## src/rtl/irq_pkg.sv

```systemverilog
// Shared definitions for the interrupt/timer controller: FSM states, source
// indices, read-back field positions and the level priority helper.
package irq_pkg;

    typedef enum logic [1:0] {
        ST_IDLE    = 2'd0,
        ST_ACK     = 2'd1,
        ST_RELEASE = 2'd2
    } irq_state_t;

    localparam int NUM_SRC = 3;
    localparam int TMR     = 0;
    localparam int IRQ1    = 1;
    localparam int IRQ2    = 2;

    localparam int RD_MASK_LSB = 0;
    localparam int RD_PEND_LSB = 4;

    // Highest 68000 level among pending sources; 0 means nothing pending.
    function automatic logic [2:0] highest_level(input logic [2:0] pend,
                                                 input logic [2:0] lvl_tmr,
                                                 input logic [2:0] lvl_irq1,
                                                 input logic [2:0] lvl_irq2);
        logic [2:0] best;
        best = 3'd0;
        if (pend[TMR] && (lvl_tmr > best))
            best = lvl_tmr;
        if (pend[IRQ1] && (lvl_irq1 > best))
            best = lvl_irq1;
        if (pend[IRQ2] && (lvl_irq2 > best))
            best = lvl_irq2;
        return best;
    endfunction

endpackage

```

## src/rtl/irq_sync_edge.sv

```systemverilog
// Two-flop synchronizer for an asynchronous request, followed by a registered
// rising-edge detector producing a one-cycle pulse.
module irq_sync_edge (
    input  logic clk,
    input  logic rst_n,
    input  logic async_in,
    output logic rise
);

    logic sync_1;
    logic sync_2;
    logic sync_prev;

    // The pulse is registered so an input seen at edge N reaches pending at N+3.
    always_ff @(posedge clk or negedge rst_n) begin
        if (!rst_n) begin
            sync_1    <= 1'b0;
            sync_2    <= 1'b0;
            sync_prev <= 1'b0;
            rise      <= 1'b0;
        end else begin
            sync_1    <= async_in;
            sync_2    <= sync_1;
            sync_prev <= sync_2;
            rise      <= sync_2 & ~sync_prev;
        end
    end

endmodule

```

## src/rtl/irq_timer_ctrl.sv

```systemverilog
// 68000 interrupt controller: periodic timer plus two external sources,
// encoded onto _ipl and acknowledged by autovector (_vpa) or bus error (_berr).
module irq_timer_ctrl
    import irq_pkg::*;
#(
    parameter int PRESCALE  = 32768,
    parameter int TIMER_LVL = 6,
    parameter int IRQ1_LVL  = 2,
    parameter int IRQ2_LVL  = 4
) (
    input  logic       clk,
    input  logic       _rst,
    input  logic       INTR1,
    input  logic       INTR2,
    input  logic       _as,
    input  logic [2:0] fc,
    input  logic [2:0] addr,
    input  logic       reg_wr,
    input  logic       reg_rd,
    input  logic [7:0] reg_wdata,
    output logic [7:0] reg_rdata,
    output logic [2:0] _ipl,
    output logic       _vpa,
    output logic       _berr
);

    localparam int CW = (PRESCALE > 1) ? $clog2(PRESCALE) : 1;
    localparam logic [CW-1:0] CNT_MAX = CW'(PRESCALE - 1);

    localparam logic [2:0] LVL_TMR  = 3'(TIMER_LVL);
    localparam logic [2:0] LVL_IRQ1 = 3'(IRQ1_LVL);
    localparam logic [2:0] LVL_IRQ2 = 3'(IRQ2_LVL);

    if ((TIMER_LVL < 1) || (TIMER_LVL > 7) || (IRQ1_LVL < 1) || (IRQ1_LVL > 7) ||
        (IRQ2_LVL < 1) || (IRQ2_LVL > 7) || (TIMER_LVL == IRQ1_LVL) ||
        (TIMER_LVL == IRQ2_LVL) || (IRQ1_LVL == IRQ2_LVL) || (PRESCALE < 1)) begin : g_bad_params
        $error("irq_timer_ctrl: levels must be distinct in 1..7 and PRESCALE >= 1");
    end

    logic [CW-1:0]    cnt;
    logic             tick;
    logic             rise1;
    logic             rise2;
    logic [2:0]       mask;
    logic [2:0]       pend;
    logic [2:0]       set_vec;
    logic [2:0]       clr_vec;
    logic [2:0]       eff_pend;
    logic [2:0]       ack_hit;
    logic [2:0]       ack_clr;
    logic             wr_clr_all;
    logic             as_seen_high;
    logic             iack_start;
    logic             vpa_next;
    logic             berr_next;
    logic [7:0]       rdata_next;
    irq_state_t       state;
    irq_state_t       state_next;
    logic             unused_wdata;

    assign unused_wdata = ^reg_wdata[6:3];

    irq_sync_edge u_sync_intr1 (
        .clk      (clk),
        .rst_n    (_rst),
        .async_in (INTR1),
        .rise     (rise1)
    );

    irq_sync_edge u_sync_intr2 (
        .clk      (clk),
        .rst_n    (_rst),
        .async_in (INTR2),
        .rise     (rise2)
    );

    assign tick = (cnt == CNT_MAX);

    always_ff @(posedge clk or negedge _rst) begin
        if (!_rst)
            cnt <= '0;
        else if (tick)
            cnt <= '0;
        else
            cnt <= cnt + CW'(1);
    end

    assign set_vec[TMR]  = tick  & mask[TMR];
    assign set_vec[IRQ1] = rise1 & mask[IRQ1];
    assign set_vec[IRQ2] = rise2 & mask[IRQ2];

    // A clearing bus write hides pending from the acknowledge, so it resolves as spurious.
    assign wr_clr_all = reg_wr & reg_wdata[7];
    assign eff_pend   = wr_clr_all ? 3'b000 : pend;

    assign ack_hit[TMR]  = eff_pend[TMR]  && (addr == LVL_TMR);
    assign ack_hit[IRQ1] = eff_pend[IRQ1] && (addr == LVL_IRQ1);
    assign ack_hit[IRQ2] = eff_pend[IRQ2] && (addr == LVL_IRQ2);

    assign clr_vec = wr_clr_all ? 3'b111 : ack_clr;

    always_ff @(posedge clk or negedge _rst) begin
        if (!_rst) begin
            mask <= '0;
            pend <= '0;
        end else begin
            if (reg_wr)
                mask <= reg_wdata[2:0];
            pend <= (pend & ~clr_vec) | set_vec;
        end
    end

    always_comb begin
        rdata_next = '0;
        rdata_next[RD_PEND_LSB +: NUM_SRC] = pend;
        rdata_next[RD_MASK_LSB +: NUM_SRC] = mask;
    end

    always_ff @(posedge clk or negedge _rst) begin
        if (!_rst) begin
            reg_rdata <= '0;
            _ipl      <= 3'b111;
        end else begin
            if (reg_rd)
                reg_rdata <= rdata_next;
            _ipl <= ~highest_level(pend, LVL_TMR, LVL_IRQ1, LVL_IRQ2);
        end
    end

    // IACK must start with _as seen high, so a cycle still in flight across reset is ignored.
    assign iack_start = !_as && (fc == 3'b111) && as_seen_high;

    always_ff @(posedge clk or negedge _rst) begin
        if (!_rst) begin
            state        <= ST_IDLE;
            as_seen_high <= 1'b0;
            _vpa         <= 1'b1;
            _berr        <= 1'b1;
        end else begin
            state        <= state_next;
            as_seen_high <= _as;
            _vpa         <= vpa_next;
            _berr        <= berr_next;
        end
    end

    always_comb begin
        state_next = state;
        vpa_next   = 1'b1;
        berr_next  = 1'b1;
        ack_clr    = '0;
        unique case (state)
            ST_IDLE: begin
                if (iack_start)
                    state_next = ST_ACK;
            end
            ST_ACK: begin
                if (|ack_hit) begin
                    vpa_next = 1'b0;
                    ack_clr  = ack_hit;
                end else begin
                    berr_next = 1'b0;
                end
                state_next = ST_RELEASE;
            end
            ST_RELEASE: begin
                if (_as) begin
                    state_next = ST_IDLE;
                end else begin
                    vpa_next  = _vpa;
                    berr_next = _berr;
                end
            end
            default: state_next = ST_IDLE;
        endcase
    end

endmodule

```

## config.mk

```make
export PLATFORM = sky130hd
export DESIGN_NAME = irq_timer_ctrl
export DESIGN_NICKNAME = d
export VERILOG_FILES = /design/src/rtl/irq_pkg.sv /design/src/rtl/irq_sync_edge.sv /design/src/rtl/irq_timer_ctrl.sv
export SDC_FILE = /design/constraint.sdc
export NUM_CORES = 1
export LEC_CHECK = 0
export ABC_AREA = 0
export CORE_AREA = 2 2 73 75
export CTS_CLUSTER_SIZE = 25
export DETAILED_ROUTE_END_ITERATION = 6
export DIE_AREA = 0 0 75 77
export PLACE_DENSITY_LB_ADDON = 0.15
export SYNTH_ARGS = -nofsm -noshare
export SYNTH_HDL_FRONTEND = slang
export SYNTH_HIERARCHICAL = 1
export SYNTH_SLANG_ARGS = --single-unit
export TNS_END_PERCENT = 50
```

## constraint.sdc

```tcl
create_clock -name clk -period 4 [get_ports clk]
set_input_delay 0.8 -clock clk [delete_from_list [all_inputs] [get_ports clk]]
set_output_delay 0.8 -clock clk [all_outputs]
set_load 0.02 [all_outputs]
```

# After elaboration in Yosys (flattened, before gate mapping)
# Index checks and enable logic that the tools add are counted.
dict set report op_classes {
  addsub 1
  order_cmp 2
  n_eq_ne 9
  muxes 16
  bitwise_logic 12
  n_reduce_logical 11
}
# operator count
set op_table {}
lappend op_table {{3-bit two-way mux} 7}
lappend op_table {{15-bit by 1-bit adder with 15-bit output (second input constant)} 1}
lappend op_table {{15-bit == test (second input constant)} 1}
lappend op_table {{15-bit two-way mux} 1}
lappend op_table {{3-bit == test (second input constant)} 3}
lappend op_table {{1-bit logical AND} 7}
lappend op_table {{1-bit bitwise AND} 6}
lappend op_table {{3-bit NOT} 2}
lappend op_table {{2-bit case mux with 3 select lines} 1}
lappend op_table {{2-bit two-way mux} 2}
lappend op_table {{2-bit inequality test (second input constant)} 2}
lappend op_table {{1-bit case mux with 2 select lines} 2}
lappend op_table {{3-bit bitwise AND} 1}
lappend op_table {{3-bit by 2-bit == test with 1-bit output (second input constant)} 1}
lappend op_table {{2-bit by 3-bit > comparator with 1-bit output (first input constant)} 1}
lappend op_table {{3-bit > comparator (first input constant)} 1}
lappend op_table {{1-bit two-way mux} 3}
lappend op_table {{3-bit bitwise OR} 1}
lappend op_table {{3-bit OR reduction} 1}
lappend op_table {{2-bit by 1-bit == test with 1-bit output (second input constant)} 1}
lappend op_table {{2-bit == test (second input constant)} 1}
lappend op_table {{2-bit logical NOT} 1}
lappend op_table {{1-bit NOT} 2}
lappend op_table {{2-bit AND reduction} 1}
lappend op_table {{1-bit logical NOT} 1}
dict set report word_totals {
  regBits 43
  input_bits 21
  elab_cells 68
}

# Longest topological paths before layout
dict set report logic_depth {
  word_depth 10
  mapped_depth 6
  depth_no_buf 5
}

# Cells and area by module
# The synthesis kept the hierarchy.
# mod n_inst cells_each area_each_um2
set modules_own_cells {}
lappend modules_own_cells {irq_timer_ctrl 1 123 1467.7}
lappend modules_own_cells {irq_sync_edge 2 5 113.9}

# Worst setup path before layout
# No wires, ideal clock.
dict set report synth_timing {
  path_kind {input port to flip-flop}
  startpoint {input addr[2]}
  endpoint {register _vpa}
  setup_ns 0.075
  t_arrival_ns 1.506
  required_time_ns 3.925
  setup_slack_ns 2.419
  path_stages 4
  n_path_buf 0
  path_cell_list {mux2_2 -> a22o_1 -> nand3b_1 -> a2bb2oi_1}
}
dict set report synth_via {
  elab_chain_len 5
  elab_cells_between_ends 9
}
# element line_no
set synth_lines {}
lappend synth_lines {{start: declaration} irq_timer_ctrl.sv:17} ;# input logic [2:0] addr,
lappend synth_lines {{3-bit == test, or another cell as far along} irq_timer_ctrl.sv:96} ;# assign ack_hit[TMR] = eff_pend[TMR] && (addr == LVL_TMR);
lappend synth_lines {{1-bit logical AND, on equally long branches} {irq_timer_ctrl.sv:96, irq_timer_ctrl.sv:97, irq_timer_ctrl.sv:98}}
lappend synth_lines {{3-bit OR reduction *} irq_timer_ctrl.sv:158} ;# if (|ack_hit) begin
lappend synth_lines {{1-bit two-way mux *} irq_timer_ctrl.sv:158}
lappend synth_lines {{1-bit case mux with 2 select lines *} irq_timer_ctrl.sv:152} ;# unique case (state)
lappend synth_lines {{end signal: assignment} irq_timer_ctrl.sv:142} ;# _vpa <= vpa_next;
lappend synth_lines {{end: declaration} irq_timer_ctrl.sv:23} ;# output logic _vpa,
# Every way passes the cells marked *; elsewhere a longest branch is shown, timed or not.
# A chain may end at the register's enable or synchronous reset.

# Final worst setup path
dict set report layout_timing {
  startpoint {register _vpa}
  endpoint {output _vpa}
}
# No word-level cell between the ends.

==> qor.txt <==
=========================================================================================
Category of the worst setup path capture point                                output port
Routability Congestion                                                              0.763
Area growth from synthesis to final layout                                          24.9%
Final count of hold timing violations                                                   0
Most common flop cell mapped by yosys                                             dfrtp_1
Hold path start                                                              u_sync_intr1/sync_1
Clock period minus worst slack                                                    2.21 ns
Clock slew at the register clock pins of the worst setup and hold paths           0.08 ns
Number of CTS-inserted buffers                                                          5
Chip Height                                                                         77 um
Maximum number of pins on one net before global-route repair                           43
Final total power                                                                0.884 mW
Number of max-slew violations in the final report                                       0
FMAX                                                                              452 MHz
Die X                                                                               75 um
Number of enable-type register cells in the synthesized netlist                         0
Status                                                                       finished clean
First-pass GRT wire length                                                        4750 um
CTS sink count                                                                         42
Instance count of the mapped netlist                                                  133
Tightest slew margin relative to the limit                                          0.406
Pwr dens                                                                       417 mW/mm2
Part of the total power dissipated in the clock network                             0.372
Worst hold-check slack                                                           0.354 ns
Proportion of synthesized chip area in sequential cells                             0.623
Kind of start point of the critical path                                         register
Total of buffers placed on input and output ports                                      26
Fraction of power spent switching nets                                              0.224
Clock tree from TritonCTS                                                            done
Worst voltage drop across the vdd grid                                         0.000167 V
Worst Max-Slew Pin Slew                                                          0.891 ns
Proportion of register bits with asynchronous set or reset after synthesis           1.00
Combined area of all synthesized cells                                        0.00170 mm2
Post-synthesis average cell area                                                 12.7 um2
Area of the die                                                               0.00578 mm2
Half-perimeter wire length after placement                                        1980 um
Final setup violation count                                                             0
Most repeated cell in the gate-level netlist after synthesis                      dfrtp_1
Starting density of the core                                                        0.341
Number of antenna violations at the first check in global routing                       0
Setup repair after global routing missed its margin                                 false
Top Family by Delay on Critical Path                                         buffers and inverters
Post CTS Setup Buffer Count                                                             0
Final cell area excluding filler cells                                        0.00212 mm2
Largest cells by area after synthesis                                        dfrtp_1, mux2_2, dfstp_2, xnor2_1, nand3_1
Drt first-iter violations                                                              37
Wirelength per Cell                                                               11.9 um
Setup slack on the worst flop-to-flop path                                        2.33 ns
Placement Setup Slack                                                             1.79 ns
Antenna cells                                                                           0
Max Clock Skew                                                                 0.00591 ns
Critical path peak fanout                                                               2
Post-placement cell area                                                      0.00201 mm2
Routed wire length                                                                2780 um
Top-area cell type share of the netlist area                                        0.561
Post-DR vias/cell                                                                    4.44
Hold_buf cts                                                                            0
Latest clock arrival within the worst-skew pair                                   0.29 ns
Final #Nets                                                                           184
Flop pwr share                                                                      0.524
Slowest stage cell on the critical path                                      clkdlybuf4s50_1
Cell internal pwr                                                                0.686 mW
Setup slack after layout                                                          1.79 ns
Critical path startpoint                                                             _vpa
Crit-path max cell delay                                                          0.60 ns
Number of rows in the core area                                                        26
#FFs+latches synth                                                                     42
Resized Gates After CTS                                                                 0
Core area                                                                     0.00498 mm2
List of most frequent post-synthesis cells                                   dfrtp_1, nor2_1, mux2_2, nand3_1, xnor2_1
Period utilization                                                                  0.553
Count of boundary I/O pins                                                             34
Crit path buffers/inverters                                                             1
CP required                                                                       3.20 ns
Leakage power summed over all cells                                              0.932 nW
Setup CP Type                                                                     reg2out
Gate power share                                                                    0.104
Max capacitance violation total                                                         0
Yosys warning total                                                                     6
Proportion of layout cells with a drive suffix above 1                              0.172
Via count of the first global-routing pass                                           1061
Largest area contributor in the netlist                                           dfrtp_1
Cell variety after synth                                                               30
Setup TNS Final                                                                      0 ns
Htree depth                                                                             2
Number of vias in the routed layout                                                  1034
Hold/Removal Path Class                                                           reg2reg
Residual DRC count                                                                      0
Clk root buf                                                                     clkbuf_8
R2r startpoint                                                                     cnt[0]
Critical Path, Cell by Cell                                                  clkdlybuf4s50_1
Number of nets still failing antenna checks after routing                               0
CTS Buffer Depth                                                                        2
Grt total ovfl                                                                          0
TritonRoute pass-1 iters                                                                2
Net switching power of the design                                                0.198 mW
Global routing usage summed across all routing layers                               0.111
Signal arrival time at the worst endpoint                                         1.41 ns
=========================================================================================
-- path summary, 6_finish.rpt --
| path | cells past startpoint | end |
|---|---|---|
| worst max-delay path | 1 | _vpa |
| worst min-delay path | 0 | u_sync_intr1/sync_2 |
| worst max register to register | 5 | pend[0] |
| worst min register to register | 0 | u_sync_intr1/sync_2 |
| max in group asynchronous | 1 | cnt[13] |
| min in group asynchronous | 1 | state[0] |
-- cell usage in the layout, fill, tap and decap left out, types with 2 or more instances in the layout --
cell type / n
dfrtp_1: 38
clkdlybuf4s50_1: 25
nor2_1: 11
nand3_1: 10
mux2_2: 10
xnor2_1: 8
nand2_1: 7
xor2_1: 5
nor3_1: 5
clkbuf_8: 5
inv_1: 4
dfstp_2: 4
and3_1: 3
conb_1: 3
nand3b_1: 2
a32o_1: 2
nor4_1: 2
nor2b_1: 2
nor2b_4: 2
-- logic make-up after synthesis --
family                   after synthesis  share of synthesized area
multiplexers                          10                     0.0664
buffers and inverters                  9                     0.0288
other                                  2                    0.00443
XOR/XNOR                              13                     0.0672
AO/OA/AOI/OAI                          7                     0.0362
flip-flops                            42                      0.623
AND/OR/NAND/NOR                       49                      0.167
adder cells (fa/ha/maj)                1                    0.00738
-- power groups by stage --
| stage | registers (mW) | logic (mW) | clock network, mW |
|---|---|---|---|
| final | 0.463 | 0.0921 | 0.329 |
| after floorplan | 0.484 | 0.0290 | 0 |
| after global routing | 0.466 | 0.100 | 0.361 |
| after CTS | 0.464 | 0.0939 | 0.345 |
| after detailed placement | 0.472 | 0.0936 | 0 |
| after global placement | 0.471 | 0.0931 | 0 |
-- worst register-to-register path: cells and delay by family, from the launching register on --
kind / cells / cell delay, ns
flops: 1 / 0.41
simple gates: 3 / 0.79
fa+ha+maj: 1 / 0.24
compound gates: 1 / 0.17
-- area by class of cell --
cell class / instances / area, um2
well taps: 70 / 87.6
clock buffers: 6 / 72.6
flip-flops and latches: 42 / 1060
clock inverters: 2 / 37.5
fillers: 497 / 2860
multi-input cells: 83 / 594
inverters: 4 / 15.0
repair buffers: 26 / 255
-- sequential cells by signal (all words and copies together) (netlist names), 2 cells and up --
signal,cells
pend,3
cnt,15
state,2
reg_rdata,6
mask,3
_ipl,2
-- metrics by stage --
stage | cells | util
global placement | 225 | 0.403
global route | 233 | 0.426
floorplan | 134 | -
detailed placement | 225 | 0.403
CTS | 233 | 0.426
finish | 233 | 0.426
-- metal layers --
metal	track usage	vias up	wire length (um)
li1	-	502	-
met4	0.0643	0	26
met3	0.0329	2	145
met2	0.165	23	1350
met5	0	-	0
met1	0.140	507	1260
Note: power is estimated with default switching activity, not from simulation.
